**config.mk**
```make
export PLATFORM = sky130hd
export DESIGN_NAME = pipe_skid_reg
export DESIGN_NICKNAME = d
export VERILOG_FILES = /design/src/rtl/pipe_skid_reg.sv
export SDC_FILE = /design/constraint.sdc
export NUM_CORES = 1
export LEC_CHECK = 0
export CORE_UTILIZATION = 44
export DETAILED_ROUTE_END_ITERATION = 16
export GPL_TIMING_DRIVEN = 0
export PLACE_DENSITY = 0.79
export REMOVE_ABC_BUFFERS = 1
export SYNTH_ARGS = -nofsm -noshare
export SYNTH_HDL_FRONTEND = slang
export SYNTH_SLANG_ARGS = --single-unit
```
**constraint.sdc**
```tcl
create_clock -name clk -period 1.4 [get_ports clk]
set_input_delay 0.28 -clock clk [delete_from_list [all_inputs] [get_ports clk]]
set_output_delay 0.28 -clock clk [all_outputs]
set_load 0.005 [all_outputs]
```
**src/rtl/pipe_skid_reg.sv**
```systemverilog
// pipe_skid_reg: two-entry skid buffer between two pipeline stages.
//
// The buffer has a main register that drives the output and one skid register
// that holds an item when the downstream stage stalls. in_ready comes straight
// from a flop (~skid_v), so there is no combinational path from out_ready to
// in_ready.
//
// Parameters
//   DATA_W         payload width in bits
//   CLEAR_ON_FLUSH 1: a flush also zeroes the payload registers
//
// Ports
//   clk        rising-edge clock
//   rst_n      asynchronous active-low reset
//   in_valid   upstream payload valid
//   in_data    upstream payload
//   in_ready   the buffer takes in_data this cycle
//   out_valid  out_data holds a valid payload
//   out_data   downstream payload, taken from the main register
//   out_ready  downstream consumes out_data this cycle
//   flush      drop every held entry; this has priority over accept and pop
//   occupancy  number of valid entries held (0..2)
//   stall_cnt  (only with PIPE_SKID_REG_PERF_EN) number of cycles with
//              main_v & ~out_ready; saturates and is cleared by flush
//
// Build option: define PIPE_SKID_REG_PERF_EN to add the stall_cnt output.
module pipe_skid_reg #(
    parameter int DATA_W         = 70,
    parameter bit CLEAR_ON_FLUSH = 1'b1
) (
    input  logic              clk,
    input  logic              rst_n,
    input  logic              in_valid,
    input  logic [DATA_W-1:0] in_data,
    output logic              in_ready,
    output logic              out_valid,
    output logic [DATA_W-1:0] out_data,
    input  logic              out_ready,
    input  logic              flush,
`ifdef PIPE_SKID_REG_PERF_EN
    output logic [15:0]       stall_cnt,
`endif
    output logic [1:0]        occupancy
);

    logic              main_v;
    logic              skid_v;
    logic [DATA_W-1:0] main_d;
    logic [DATA_W-1:0] skid_d;
    logic              accept;
    logic              pop;

    assign accept = in_valid & ~skid_v;
    assign pop    = main_v & out_ready;

    // Valid bits. The pair (main_v, skid_v) only takes the values (0,0),
    // (1,0) and (1,1). The skid register fills only while main is held, and
    // it drains into main before main can empty.
    always_ff @(posedge clk or negedge rst_n) begin
        if (!rst_n) begin
            main_v <= 1'b0;
            skid_v <= 1'b0;
        end else if (flush) begin
            main_v <= 1'b0;
            skid_v <= 1'b0;
        end else if (pop && skid_v) begin
            // The skid entry moves into main, so main stays valid.
            // No accept can happen here because in_ready is 0.
            skid_v <= 1'b0;
        end else if (accept) begin
            if (!main_v || pop) begin
                main_v <= 1'b1;
            end else begin
                skid_v <= 1'b1;
            end
        end else if (pop) begin
            main_v <= 1'b0;
        end
    end

    // Payload registers. When main empties, main_d keeps its last value.
    always_ff @(posedge clk or negedge rst_n) begin
        if (!rst_n) begin
            main_d <= '0;
            skid_d <= '0;
        end else if (flush) begin
            if (CLEAR_ON_FLUSH) begin
                main_d <= '0;
                skid_d <= '0;
            end
        end else if (pop && skid_v) begin
            main_d <= skid_d;
        end else if (accept) begin
            if (!main_v || pop) begin
                main_d <= in_data;
            end else begin
                skid_d <= in_data;
            end
        end
    end

    assign in_ready  = ~skid_v;
    assign out_valid = main_v;
    assign out_data  = main_d;
    assign occupancy = {1'b0, main_v} + {1'b0, skid_v};

`ifdef PIPE_SKID_REG_PERF_EN
    // Stall counter: counts cycles where a valid output is held back.
    always_ff @(posedge clk or negedge rst_n) begin
        if (!rst_n) begin
            stall_cnt <= '0;
        end else if (flush) begin
            stall_cnt <= '0;
        end else if (main_v && !out_ready && (stall_cnt != 16'hFFFF)) begin
            stall_cnt <= stall_cnt + 16'd1;
        end
    end
`endif

endmodule
```
==> flow_summary.yaml <==
run_status:
  status: "finished with violations"
  violated_checks: "setup timing"
yosys:
  synthesis.yosys.warnings: 0
  ys_top_cells_by_count: "dfrtp_1, a21oi_1, inv_1"
  synth.distinct_cells: 24
  yosys.area_share.adder_pct: 0.212
  post_synth_inst_count: 484
  synthMostInstantiatedCell: "dfrtp_1"
  synth.cell_area_um2: 5910
  synth.area.top_cells: "dfrtp_1, o221a_2, a22o_1"
  synth.largest_area_cell: "dfrtp_1"
  postSynthRegisterBits: 142
  synth_flop_cell: "dfrtp_1"
  yosysTopAreaCellShare_pct: 60.1
  average_cell_area_after_synthesis_um2: 12.2
  seq_total_area_yosys_pct: 60.1
  yosys-mux-area-fraction_pct: 0.339
  post_synth_and_or_nand_nor_area_fraction_pct: 1.08
  synth_compound_gate_area_share_pct: 29.9
  synth-xor-area-share_pct: 0
  synth_edf_count: 0
  synth_top_family_by_area: "compound AO/OA/AOI/OAI gates"
  synth-async-reset-ratio_pct: 100
sta:
  fmax_mhz: 588
  timing.final.crit_share_pct: 122
  timing.final.hold_violations: 0
  maxSlewViolCount: 0
  setup_total_negative_slack_ns: -32.27
  tmin_final_ns: 1.70
  fin_worst_skew_ns: 0.00700
  setup_viol_count_final: 144
  fin_ws_ns: -0.301
  timing.slew.headroom_pct: 36.7
  grt_setup_unrepaired: "true"
  tightestPinTransition_ns: 0.949
critical_path:
  worstSetupPathDepth: 8
  setup.worst_path.start: "out_ready"
  cpPeakStageDelay_ns: 0.64
  path_cells: "clkdlybuf4s50_1 -> nand2b_4 -> a21boi_4 -> clkbuf_16 -> buf_12 -> buf_12 -> buf_16 -> o221a_1"
  timing.critical_path.required_ns: 1.76
  cp_max_fo: 8
  worstSetupEndpoint: "out_data[36]"
  reg2reg_slack_ns: -0.28
  critPathSlowestCell: "clkdlybuf4s50_1"
  worstPathBufferInverterCount: 5
  worst-r2r-cell-count: 7
  reg_to_reg_end: "out_data[65]"
  timing_worst_setup_path_type: "in2reg"
  worst_r2r_startpoint: "skid_v"
  cp.arrival_ns: 2.06
  critical_path.top_delay_family: "buffers and inverters"
  crit_top_cell: "buf_12"
  critical_path.startpoint_type: "input pin"
  crit_path_end_kind: "register"
floorplanning:
  die_y_um: 118
  std_cell_core_area_um2: 12900
  io-pin-count: 149
  die-area_um2: 13900
  die_w_um: 118
  rows: 41
  initial_core_util_pct: 45.9
global_route:
  overflow: 0
  grt.total_usage_pct: 29.2
  grt_pass1_wl_mm: 30.8
  grt_max_degree: 95
  grt_antenna_before_repair: 0
  first_global_vias: 5550
pwr:
  power.density_nw_per_um2: 1120
  vdd_drop_max_uv: 805
  p_total_w: 0.0109
  leakage_nw: 4.55
drt:
  drt_iter0_markers: 459
  drt-vias-per-instance: 5.92
  routed_wl_mm: 21.0
  route.vias.total: 5263
  drt_first_pass_iters: 5
  route.antenna.remaining_nets: 0
  drt_drc_violations_left: 0
  wire_per_inst_um: 23.6
cells_and_area:
  layout.filler_cells: 811
  finish.net_count: 781
  finish.utilization_pct: 75.2
  diodes: 0
  post_route_cells_drive_above_1_share_pct: 29.4
  areaGrowthSynthToFinish_pct: 63.9
  layout.cells.non_filler: 889
  post-route-cell-area_um2: 9680
clock_tree:
  clock_insertion_delay_at_the_later_pin_of_the_skew_report_ns: 0.42
  cts-root-buf: "clkbuf_16"
  cts_max_path_buffers: 2
  clk_pin_slew_ns: 0.06
  numCtsBuffers: 17
  clock-sinks: 142
  tritoncts: "built"
  cts-htree-levels: 4
flow_run:
  drv.max_cap_violation_count: 0
placement:
  final_weighted_congestion_in_routability_driven_placement: 0.717
  numPortBuffers: 148
  post-place-cells: 768
  standard_cell_area_after_detailed_placement_um2: 7590
  dp_hpwl_mm: 9.17
hold_path:
  worstHoldPathType: "in2async"
registers in the layout, indices dropped and copies added, names as in the netlist:
| name | flops |
|---|---|
| skid_d | 70 |
| skid_v | 1 |
| out_data | 70 |
| out_valid | 1 |
worst min-delay path by stage:
stage	start	endpoint	slack (ns)	cells past startpoint
global route	rst_n	skid_d[48]	0.41	2
floorplan	rst_n	out_data[0]	-0.02	0
detailed placement	rst_n	out_data[48]	0.26	1
global placement	skid_d[68]	skid_d[68]	0.49	1
CTS	rst_n	out_data[48]	0.38	2
finish	rst_n	out_data[25]	0.37	2
what timing repair did:
| item | CTS | global route |
|---|---|---|
| gates resized for setup | 139 | 71 |
| hold buffers | 1 | 0 |
| pin swaps | 30 | 13 |
| buffers inserted | 63 | 11 |
| endpoints found under the setup margin | 212 | 156 |
| gates cloned | 11 | 6 |
| endpoints found under the hold margin | 48 | 0 |
stage by stage:
| step | hold WS [ns] | setup WS (ns) |
|---|---|---|
| final | 0.368 | -0.301 |
| after global routing | 0.406 | -0.343 |
| after CTS | 0.382 | -0.264 |
| after detailed placement | 0.255 | -1.13 |
| after global placement | 0.487 | -5.49 |
| after floorplan | -0.0156 | -1.54 |
per-layer routing:
metal  track usage [%]  up-vias  wire (µm)
met5                 0        -          0
met2              47.4      232      10600
met3              7.80       33       1260
met4              13.4        0        381
met1              36.3     2738       8740
li1                  -     2260          -
cell families after synthesis:
group,Yosys count
compound gates,213
simple gates,10
fa+ha+maj,1
flops,142
mux,2
buf+inv,116
where the power goes:
group | switching (W) | leakage (nW) | internal [W]
logic | 0.000927 | 2.37 | 0.00120
clock network | 0.00173 | 0.270 | 0.00250
registers | 0.000156 | 1.91 | 0.00434
cell usage in the layout, fill, tap and decap left out, types with 7 or more instances in the layout:
master,synthesis,layout
dfrtp_1,142,140
inv_1,72,71
a21oi_1,72,71
clkdlybuf4s50_1,0,71
a22o_1,68,68
dlygate4sd2_1,0,57
o221a_4,0,45
buf_4,3,41
clkbuf_16,0,23
buf_6,3,23
o221a_2,63,18
buf_12,0,15
clkdlybuf4s15_1,0,14
buf_16,0,9
o221a_1,7,7
clkinv_2,0,7
cell type report:
cell class / count / area [µm²] / share of cell area, %
Tap cell: 172 / 215 / 2.22
Sequential cell: 142 / 3560 / 36.7
Clock buffer: 19 / 453 / 4.68
Clock inverter: 12 / 96.3 / 0.995
Multi-Input combinational cell: 231 / 2410 / 24.9
Timing Repair Buffer: 241 / 2680 / 27.6
Inverter: 72 / 275 / 2.84
worst reg2reg max path: stages, from the launching register on:
cell and delay (ns):
dfrtp_2 0.43, buf_6 0.14, buf_6 0.13, inv_6 0.06
buf_12 0.12, nand3_4 0.15, clkbuf_16 0.27, o221a_4 0.27
Note: power is estimated with default switching activity, not from simulation.
